===== config.mk =====
export PLATFORM = sky130hd
export DESIGN_NAME = kernel_window_ctrl
export DESIGN_NICKNAME = d
export VERILOG_FILES = /design/src/rtl/kernel_window_ctrl.sv
export SDC_FILE = /design/constraint.sdc
export NUM_CORES = 1
export LEC_CHECK = 0
export BUFFER_PORTS_ARGS = -buffer_cell sky130_fd_sc_hd__buf_2
export CORE_AREA = 2 2 97 168
export CTS_CLUSTER_SIZE = 8
export DETAILED_ROUTE_END_ITERATION = 16
export DIE_AREA = 0 0 99 170
export PLACE_DENSITY = 0.53
export SYNTH_ARGS = -nofsm -noshare
export SYNTH_HDL_FRONTEND = slang
export SYNTH_SLANG_ARGS = --single-unit

===== constraint.sdc =====
create_clock -name clk -period 3 [get_ports clk]
set_clock_uncertainty 0.05 [all_clocks]
set_input_delay 0.3 -clock clk [delete_from_list [all_inputs] [get_ports clk]]
set_output_delay 0.3 -clock clk [all_outputs]
set_load 0.02 [all_outputs]

===== src/rtl/kernel_window_ctrl.sv =====
`default_nettype none
// ============================================================================
//  Module      : kernel_window_ctrl
//  Description : Raster timing controller for a 5x5 line-buffer window.
//                Tracks row/column position from dv/hs/vs, drives the shared
//                line-buffer write address, flags when the window is full,
//                and measures frame width/height with error reporting.
//  Revision    : 1.0 - initial release
// ============================================================================
module kernel_window_ctrl #(
    parameter int ADDR_W = 11,
    parameter int CNT_W  = 12
) (
    input  logic              clk,
    input  logic              rst,
    input  logic              rx_dv,
    input  logic              rx_hs,
    input  logic              rx_vs,
    output logic              buf_we,
    output logic [ADDR_W-1:0] buf_addr,
    output logic              kernel_valid,
    output logic [ADDR_W-1:0] center_x,
    output logic [CNT_W-1:0]  center_y,
    output logic [ADDR_W:0]   width,
    output logic [CNT_W-1:0]  height,
    output logic              frame_done,
    output logic              line_err,
    output logic              ovf_err
);

    // Column counter is one bit wider than the address so it can reach the
    // full line length, which is the overflow marker.
    localparam logic [ADDR_W:0]   COL_MAX = (ADDR_W+1)'(1) << ADDR_W;
    localparam logic [ADDR_W:0]   COL_K   = (ADDR_W+1)'(4);
    localparam logic [CNT_W-1:0]  ROW_K   = CNT_W'(4);
    localparam logic [CNT_W-1:0]  ROW_MAX = '1;

    typedef enum logic [1:0] {
        WAIT_VS = 2'd0,
        LINE    = 2'd1,
        HBLANK  = 2'd2
    } state_t;

    state_t              state_q, state_d;
    logic                vs_q, hs_q;
    logic [CNT_W-1:0]    row_q, row_d;
    logic [ADDR_W:0]     col_q, col_d;
    logic [ADDR_W:0]     col_eff;
    logic [ADDR_W:0]     width_q, width_d;
    logic                wvalid_q, wvalid_d;
    logic [CNT_W-1:0]    height_q, height_d;
    logic                ovf_q, ovf_d;
    logic                kv_q, kv_d;
    logic [ADDR_W-1:0]   cx_q, cx_d;
    logic [CNT_W-1:0]    cy_q, cy_d;
    logic                fd_q, fd_d;
    logic                le_q, le_d;
    logic                accept;
    logic                vs_rise, hs_rise;

    assign vs_rise = rx_vs & ~vs_q;
    assign hs_rise = rx_hs & ~hs_q;

    // Next-state: sync edges, pixel acceptance, end-of-row and end-of-frame.
    always_comb begin
        state_d  = state_q;
        row_d    = row_q;
        col_d    = col_q;
        col_eff  = col_q;
        width_d  = width_q;
        wvalid_d = wvalid_q;
        height_d = height_q;
        ovf_d    = ovf_q;
        kv_d     = 1'b0;
        cx_d     = cx_q;
        cy_d     = cy_q;
        fd_d     = 1'b0;
        le_d     = 1'b0;
        accept   = 1'b0;

        case (state_q)
            WAIT_VS: begin
                if (vs_rise) begin
                    state_d  = HBLANK;
                    row_d    = '0;
                    col_d    = '0;
                    wvalid_d = 1'b0;
                end
            end
            default: begin
                if (vs_rise) begin
                    // Frame end wins over any pixel or hs in the same cycle.
                    state_d  = HBLANK;
                    row_d    = '0;
                    col_d    = '0;
                    wvalid_d = 1'b0;
                    if (row_q != '0 || col_q != '0) begin
                        fd_d     = 1'b1;
                        height_d = (col_q != '0 && row_q != ROW_MAX) ?
                                   row_q + CNT_W'(1) : row_q;
                    end
                end else begin
                    if (rx_dv) begin
                        if (col_q == COL_MAX) begin
                            ovf_d = 1'b1;
                        end else begin
                            accept  = 1'b1;
                            col_eff = col_q + (ADDR_W+1)'(1);
                            if (row_q >= ROW_K && col_q >= COL_K) begin
                                kv_d = 1'b1;
                                cx_d = col_q[ADDR_W-1:0] - ADDR_W'(2);
                                cy_d = row_q - CNT_W'(2);
                            end
                            if (state_q == HBLANK) begin
                                state_d = LINE;
                            end
                        end
                    end
                    col_d = col_eff;
                    // A pixel arriving with hs is counted before the row closes.
                    if (state_q == LINE && hs_rise) begin
                        state_d = HBLANK;
                        if (row_q == '0) begin
                            width_d  = col_eff;
                            wvalid_d = 1'b1;
                        end else if (wvalid_q && col_eff != width_q) begin
                            le_d = 1'b1;
                        end
                        if (row_q != ROW_MAX) begin
                            row_d = row_q + CNT_W'(1);
                        end
                        col_d = '0;
                    end
                end
            end
        endcase
    end

    // State and output registers with synchronous reset.
    always_ff @(posedge clk) begin
        if (rst) begin
            state_q  <= WAIT_VS;
            vs_q     <= 1'b0;
            hs_q     <= 1'b0;
            row_q    <= '0;
            col_q    <= '0;
            width_q  <= '0;
            wvalid_q <= 1'b0;
            height_q <= '0;
            ovf_q    <= 1'b0;
            kv_q     <= 1'b0;
            cx_q     <= '0;
            cy_q     <= '0;
            fd_q     <= 1'b0;
            le_q     <= 1'b0;
        end else begin
            state_q  <= state_d;
            vs_q     <= rx_vs;
            hs_q     <= rx_hs;
            row_q    <= row_d;
            col_q    <= col_d;
            width_q  <= width_d;
            wvalid_q <= wvalid_d;
            height_q <= height_d;
            ovf_q    <= ovf_d;
            kv_q     <= kv_d;
            cx_q     <= cx_d;
            cy_q     <= cy_d;
            fd_q     <= fd_d;
            le_q     <= le_d;
        end
    end

    // Write strobe is masked during reset so nothing lands in the buffers.
    assign buf_we       = accept & ~rst;
    assign buf_addr     = col_q[ADDR_W-1:0];
    assign kernel_valid = kv_q;
    assign center_x     = cx_q;
    assign center_y     = cy_q;
    assign width        = width_q;
    assign height       = height_q;
    assign frame_done   = fd_q;
    assign line_err     = le_q;
    assign ovf_err      = ovf_q;

endmodule
`default_nettype wire


==> results of run 1 <==
-- worst max-delay path, delay by kind of cell (launching register included) --
kind	cells	cell delay [ns]
and+or+nand+nor	2	1.20
AOI/OAI and AO/OA	3	0.99
DFF	1	0.39
-- worst max-delay path by stage --
stage                                endpoint  cells past startpoint
after floorplan           line_err$_SDFF_PP0_                      6
after global placement    line_err$_SDFF_PP0_                      5
after detailed placement  line_err$_SDFF_PP0_                      5
after CTS                 line_err$_SDFF_PP0_                      5
after global routing      line_err$_SDFF_PP0_                      5
final                     line_err$_SDFF_PP0_                      5
-- power by group through the flow --
stage | sequential, W | combinational (W) | clock (W)
after detailed placement | 0.00110 | 0.000117 | 0
final | 0.00107 | 0.000117 | 0.00109
after floorplan | 0.00110 | 0.0000773 | 0
after global routing | 0.00107 | 0.000128 | 0.00116
after CTS | 0.00107 | 0.000118 | 0.00112
after global placement | 0.00110 | 0.000117 | 0
-- synth_stat cells, drive strengths merged (8+ instances only) --
cell    count  area [sq um]
xnor2      34           298
nand3      14          75.1
nor3       20           111
or3        10          62.6
ha          8           100
buf        31           235
clkbuf     24          90.1
a211oi     40           445
nor2       98           368
nor4        8          86.3
inv        11          41.3
nand2      20          75.1
o21ai      20           100
a21oi      29           156
xor2        9          78.8
dfxtp      80          1600
-- flip-flops by register name, indices dropped and copies added (netlist names), 2 cells and up --
register / count
center_x: 11
center_y: 12
col_q: 12
height: 12
row_q: 12
state_q: 2
width: 12
-- cell type report --
type | instances | area, sq um
Clock buffer | 11 | 233
Clock inverter | 5 | 57.6
Fill cell | 1585 | 10100
Inverter | 11 | 41.3
Multi-Input combinational cell | 382 | 2580
Sequential cell | 80 | 1600
Tap cell | 186 | 233
Timing Repair Buffer | 94 | 551
-- per-stage QoR --
| stage | hold slack [ns] | power [W] |
|---|---|---|
| finish | 0.153 | 0.00228 |
| global route | 0.160 | 0.00236 |
| CTS | 0.147 | 0.00231 |
| detailed placement | 0.415 | 0.00121 |
| global placement | 0.398 | 0.00121 |
| floorplan | 0.378 | 0.00117 |
-- metal layers --
layer  GRT usage  up-vias  routed length (um)
li1            -     1928                   -
met1       0.161     1850                4830
met2       0.286       91                6990
met3      0.0230       25                 448
met4      0.0756        0                 407
met5           0        -                   0
-- layout by cell type, fill, tap and decap left out, types with 2 or more instances in the layout --
master and instances:
a211oi_1 10, buf_4 26, a22oi_1 2, mux2_2 2
nor3_1 19, o21ai_0 19, or3_1 10, a21o_1 4
xnor3_1 2, or2_2 2, dfxtp_1 80, and2_1 5
mux2i_1 5, nor4_4 2, a311oi_1 2, clkbuf_1 2
clkinvlp_4 3, buf_2 67, a211oi_2 30, nand3_1 13
xor2_1 9, and3_1 6, nor2_1 98, nand4_1 5
nand2_1 20, nor4_1 5, ha_1 8, xnor2_1 34
clkbuf_16 9, or4_4 4, a31oi_1 4, a21oi_1 28
inv_1 11, or4_1 3, nor2b_1 7, nand2b_1 4
-- logic make-up (layout without fill, tap and decap cells) --
group | Yosys count | in the layout | share of synthesized area
AOI/OAI and AO/OA | 110 | 110 | 0.197
DFF | 80 | 80 | 0.353
muxes | 8 | 8 | 0.0185
buffers and inverters | 66 | 121 | 0.0807
xor gates and xnor gates | 45 | 45 | 0.0928
and+or+nand+nor | 211 | 211 | 0.237
adders and majority gates | 8 | 8 | 0.0220
==> results.toml, run 1 <==
[cts]
clk_pin_slew_worst_paths_ns = 0.06
hold_buffers = 0
clk_latency_ns = 0.34
postCtsSetupRepairBufs = 0
cts_tree = "yes"
cts_buffer_depth = 2
cts_resized = 0
cts_root_buf = "clkbuf_16"
ctsHtreeMaxLevel = 3
clock-sinks = 80
cts_buffers = 9

[yosys]
yosys_warnings = 0
ys_ff_latch = 80
synth_cell_types = 57
synthArstFlopShare = 0
synth-edff-count = 0
synth_nets = 541
synth_area_per_cell_sq_um = 8.60
netlist_area_sq_um = 4540
synth_flop_cell = "dfxtp_1"
syn-instance-count = 528
ys_seq_area_frac = 0.353

[layout]
num-nets-final = 591
design_area_sq_um = 5300
layout-drive-gt1-share = 0.268
layout.cells.non_filler = 769
utilization = 0.344
antenna_cells = 0
area_delta_synth_final_pct = 16.6

[route]
ant_nets = 0
vias = 3894
drt_iter0_drc = 170
firstDrtPassIters = 4
routed_wl_mm = 12.7
post_drt_wl_per_cell_um = 16.5
routed_via_density = 5.06
drc = 0

[worst_hold_path]
holdPathStages = 2
whs_endpoint = "vs_q$_SDFF_PP0_"
min_from = "rx_vs"
min_path_type = "in -> reg"

[placement]
dp_hpwl_mm = 9.53
numPortBuffers = 67
dp.cells = 753
postPlaceCellArea_sq_um = 5010
dp_slack_ns = 0.186
place_congestion = 0.861

[floorplanning]
fp.dieW_um = 99
core_area_sq_um = 15400
top_level_ports = 68
fp-row-count = 60
start_util = 0.295
dieArea_sq_um = 16800
die_h_um = 170

[pwr]
pwr-share-clk = 0.479
power_density_nw_per_um2 = 431
combPwrFrac = 0.051
intPower_w = 0.00175
p_leak_nw = 2.03
switching_share = 0.234
seq_power_share = 0.470
switchingPower_w = 0.000535
ir_worst_vdd_v = 0.000213

[timing]
slew_viol_final = 0
worst_slew_pin_slew_ns = 0.917
fin_tns_setup_ns = 0
rsz0062_at_grt = "false"
min_period_over_period = 0.929
setup_slack_ns = 0.213
fin_crit_ns = 2.79
fmax_ghz = 0.359
setup-violations-final = 0
slew_headroom = 0.382
hold_viol_final = 0

[global_route]
grt_overflow = 0
grtUsageTotal = 0.152
grt_pass1_vias = 3895
grt_max_degree = 48
antenna_found_initial = 0
grt_pass1_wl_mm = 20.2

[critical_path]
regToRegSetupSlack_ns = 0.21
r2r_cells = 5
cp-end-kind = "flop"
cp.arrival_ns = 2.93
r2r_end = "line_err$_SDFF_PP0_"
critPathMaxFanout = 9
criticalPathCategory = "reg -> reg"
cpMostUsedCell = "a31oi_1"
worstPathRequired_ns = 3.15
crit_slowest_cell = "a2111oi_0"
slowest_delay_ns = 0.66
reg2reg_from = "col_q[2]$_SDFFE_PP0P_"
crit_path_start = "col_q[2]$_SDFFE_PP0P_"
crit_chain = "or4_4 > nor4_4 > a31oi_1 > a2111oi_0 > a31oi_1"
crit_path_start_kind = "flop"

[outcome]
status = "completed"

[run]
drv_cap = 0
Note: power is estimated with default switching activity, not from simulation.
==> inputs of run 2 (changes only) <==
ABC_AREA = 1   (was default)
CORE_AREA = 2 2 69 120   (was 2 2 97 168)
DIE_AREA = 0 0 71 122   (was 0 0 99 170)
PLACE_DENSITY = 0.84   (was 0.53)
==> results.toml, run 2 <==
[timing]
slew_headroom = 0.615
rsz0062_at_grt = "false"
fin_hold_ws_ns = 0.137
worst_slew_pin_slew_ns = 0.577
fmax_ghz = 0.407
fin_crit_ns = 2.45
slew_viol_final = 0
hold_viol_final = 0
min_period_over_period = 0.818
fin_tns_setup_ns = 0
setup-violations-final = 0

[critical_path]
r2r_cells = 11
regToRegSetupSlack_ns = 0.71
critPathMaxFanout = 11
criticalPathCategory = "reg -> out"
crit_path_start = "col_q[0]$_SDFFE_PP0P_"
r2r_end = "center_x[5]$_SDFFE_PP0P_"
reg2reg_from = "col_q[0]$_SDFFE_PP0P_"
crit_path_start_kind = "flop"
cp.arrival_ns = 2.10
worstPathRequired_ns = 2.65
cp-end-kind = "output pin"

[yosys]
synth_cell_types = 37
yosys_warnings = 0
netlist_area_sq_um = 4270
synth_flop_cell = "dfxtp_1"
synth_nets = 613
yosys.area.top_type_share = 0.375
syn-instance-count = 600
ys_ff_latch = 80
ys_seq_area_frac = 0.375
yosys.area.top_type = "dfxtp_1"
synth-edff-count = 0
synthMostInstantiatedCell = "nand2_1"
synth_area_per_cell_sq_um = 7.12
synth_commonest_cells = "nand2_1, dfxtp_1, a21oi_1"
synthArstFlopShare = 0
synthTopCellsByArea = "dfxtp_1, nand2_1, a21oi_1, nand3_1, xor2_1"

[layout]
utilization = 0.617
layout_commonest_cell = "nand2_1"
num-nets-final = 664
final_cell_mix = "nand2_1, dfxtp_1, buf_2, a21oi_1, nor2_1"
layout-drive-gt1-share = 0.182
area_delta_synth_final_pct = 12.6
design_area_sq_um = 4810
antenna_cells = 0
layout.cells.non_filler = 744

[pwr]
power_density_nw_per_um2 = 499
ir_worst_vdd_v = 0.000335
p_leak_nw = 2.28

[route]
ant_nets = 0
post_drt_wl_per_cell_um = 16.3
firstDrtPassIters = 6
routed_via_density = 5.74
drc = 0
vias = 4269
routed_wl_mm = 12.1
drt_iter0_drc = 390

[worst_hold_path]
holdPathStages = 3
min_path_type = "in -> reg"
whs_endpoint = "hs_q$_SDFF_PP0_"
min_from = "rx_hs"

[placement]
place_congestion = 0.977
postPlaceCellArea_sq_um = 4560
dp_hpwl_mm = 8.91
numPortBuffers = 67
dp.cells = 730

[cts]
cts_buffer_depth = 2
hold_buffers = 0
ctsHtreeMaxLevel = 3
cts_root_buf = "clkbuf_16"
clk_pin_slew_worst_paths_ns = 0.06
postCtsSetupRepairBufs = 0
cts_buffers = 9
cts_tree = "yes"
clk_latency_ns = 0.34
clock-sinks = 80
cts_resized = 0

[floorplanning]
die_h_um = 122
fp.dieW_um = 71
core_area_sq_um = 7800
fp-row-count = 43
dieArea_sq_um = 8660
start_util = 0.548
top_level_ports = 68

[global_route]
grt_overflow = 0
grt_pass1_wl_mm = 19.2
grt_max_degree = 37
grtUsageTotal = 0.285
grt_pass1_vias = 4154
antenna_found_initial = 0

[run]
drv_cap = 0

[outcome]
status = "completed"
-- run 2: routing by layer --
layer | vias to the layer above | track usage | routed length [um]
li1 | 2079 | - | -
met5 | - | 0 | 0
met1 | 1950 | 0.268 | 4170
met4 | 0 | 0.209 | 828
met2 | 180 | 0.534 | 6550
met3 | 60 | 0.0488 | 568
-- run 2: per-stage QoR --
stage	setup slack, ns	power, W
after global placement	0.837	0.00143
after floorplan	1.17	0.00135
after detailed placement	0.775	0.00143
after CTS	0.591	0.00241
final	0.546	0.00240
after global routing	0.485	0.00248
-- run 2: cell type report --
type	count	area [sq um]
Inverter	58	219
Multi-Input combinational cell	427	2230
Timing Repair Buffer	75	395
Tap cell	90	113
Sequential cell	80	1600
Clock buffer	13	250
Fill cell	712	2990
Clock inverter	1	5.00
-- run 2: where the power goes --
part           internal, W  total (W)  switching, W
clock             0.000573   0.000983      0.000411
combinational    0.0000902   0.000300      0.000210
sequential         0.00109    0.00112     0.0000296
total              0.00175    0.00240      0.000650
-- run 2: critical path: stages (launching register included) --
cell     delay (ns)
dfxtp_1        0.51
inv_1          0.16
ha_1           0.25
nand2_2        0.07
nor2_2         0.04
nand2_2        0.19
nand2_4        0.12
nor3_1         0.20
buf_2          0.22
-- run 2: worst max-delay path by stage --
stage | end | slack, ns | cells past startpoint
3_3_place_gp | center_x[5]$_SDFFE_PP0P_ | 0.84 | 11
2_1_floorplan | buf_we | 1.17 | 7
6_report | buf_we | 0.55 | 8
4_1_cts | buf_we | 0.59 | 8
5_1_grt | buf_we | 0.48 | 8
3_5_place_dp | center_x[5]$_SDFFE_PP0P_ | 0.78 | 11
-- run 2: cell families after synthesis --
kind of cell | synth area share
xor gates and xnor gates | 0.0533
adders and majority gates | 0.0234
DFF | 0.375
AOI/OAI and AO/OA | 0.167
and+or+nand+nor | 0.277
buffers and inverters | 0.105
==> inputs of run 3 (changes only) <==
clock period = 2.4 ns   (was 3 ns; I/O delays follow)
==> results.toml, run 3 (same netlist as run 2, synthesis figures left out) <==
[critical_path]
cp_top_family = "simple AND/OR/NAND/NOR gates"
cp.arrival_ns = 1.93
cp-end-kind = "output pin"
crit_path_start_kind = "flop"
crit_slowest_cell = "dfxtp_2"
critical_path_buf_inv_count = 2
critPathMaxFanout = 11
criticalPathCategory = "reg -> out"
slowest_delay_ns = 0.41
worstPathRequired_ns = 2.11
crit_chain = "inv_1 > ha_1 > nand2_2 > nor2_2 > nand2_2 > nand2_4 > nor3_1 > buf_2"
cpMostUsedCell = "nand2_2"

[timing]
slew_viol_final = 0
worst_slew_pin_slew_ns = 0.521
rsz0062_at_grt = "false"
fin_crit_ns = 2.22
hold_viol_final = 0
fin_tns_setup_ns = 0
min_period_over_period = 0.926
setup-violations-final = 0
fmax_ghz = 0.450
fin_hold_ws_ns = 0.0682
slew_headroom = 0.653

[route]
post_drt_wl_per_cell_um = 16.2
vias = 4276
routed_via_density = 5.72
firstDrtPassIters = 5
routed_wl_mm = 12.1
ant_nets = 0
drc = 0
drt_iter0_drc = 449

[global_route]
grt_overflow = 0
antenna_found_initial = 0
grt_max_degree = 55
grtUsageTotal = 0.287
grt_pass1_vias = 4104
grt_pass1_wl_mm = 19.2

[placement]
place_congestion = 1.04
numPortBuffers = 67
postPlaceCellArea_sq_um = 4590
dp_hpwl_mm = 8.86
dp.cells = 732

[cts]
cts_buffer_depth = 2
clk_pin_slew_worst_paths_ns = 0.06
postCtsSetupRepairBufs = 0
cts_root_buf = "clkbuf_16"
clock-sinks = 80
hold_buffers = 0
clk_latency_ns = 0.35
cts_tree = "yes"
ctsHtreeMaxLevel = 3
cts_resized = 0
cts_buffers = 9

[pwr]
p_leak_nw = 2.31
p_total_w = 0.00315
ir_worst_vdd_v = 0.000523
power_density_nw_per_um2 = 645

[layout]
design_area_sq_um = 4890
area_delta_synth_final_pct = 14.3
layout.cells.non_filler = 748
final_cell_mix = "nand2_1, dfxtp_1, buf_2, a21oi_1, nor2_1"
layout-drive-gt1-share = 0.191
antenna_cells = 0
num-nets-final = 666
layout_commonest_cell = "nand2_1"

[worst_hold_path]
min_path_type = "in -> reg"

[floorplanning]
fp.dieW_um = 71
dieArea_sq_um = 8660
core_area_sq_um = 7800
top_level_ports = 68
die_h_um = 122
start_util = 0.548
fp-row-count = 43

[run]
drv_cap = 0

[outcome]
status = "completed"
## run 3: changes by cell type in the layout (fill, tap and decap cells not counted), sizes merged
cell,before,now
clkinv,2,4
clkinvlp,0,1
bufinv,0,1
clkbuf,13,11
buf,75,77
## run 3: layer usage
layer / global-route usage / part of all wire / vias to the layer above
met5: 0 / 0 / -
met4: 0.203 / 0.058 / 0
met3: 0.0546 / 0.057 / 58
met2: 0.519 / 0.53 / 180
met1: 0.287 / 0.35 / 1952
li1: - / - / 2086
## run 3: final timing paths
kind	from	cells past startpoint	endpoint	slack (ns)
max	col_q[1]$_SDFFE_PP0P_	8	buf_we	0.18
min	rx_hs	3	hs_q$_SDFF_PP0_	0.07
max reg2reg	col_q[3]$_SDFFE_PP0P_	11	line_err$_SDFF_PP0_	0.22
min reg2reg	ovf_err$_SDFFE_PP0P_	1	ovf_err$_SDFFE_PP0P_	0.41
## run 3: worst reg2reg max path: cells and delay by family, from the launching register on
kind          cells  cell delay (ns)
simple gates     11             1.49
flops             1             0.54
## run 3: metrics by stage
step                      utilization  worst slack, ns
after global placement          0.588            0.347
after CTS                       0.626           0.0892
after floorplan                     -            0.602
final                           0.626            0.176
after global routing            0.626           0.0453
after detailed placement        0.588            0.294
## run 3: power breakdown
group          switching [W]  internal, W  leakage, nW
logic               0.000266     0.000114         1.52
clock network       0.000547     0.000832        0.145
registers          0.0000335      0.00136        0.648
total               0.000846      0.00231         2.31
## run 3: cell type report
| class | instances | area [sq um] |
|---|---|---|
| Inverter | 58 | 219 |
| Multi-Input combinational cell | 427 | 2230 |
| Fill cell | 692 | 2910 |
| Clock inverter | 5 | 56.3 |
| Timing Repair Buffer | 77 | 423 |
| Sequential cell | 80 | 1600 |
| Clock buffer | 11 | 243 |
| Tap cell | 90 | 113 |
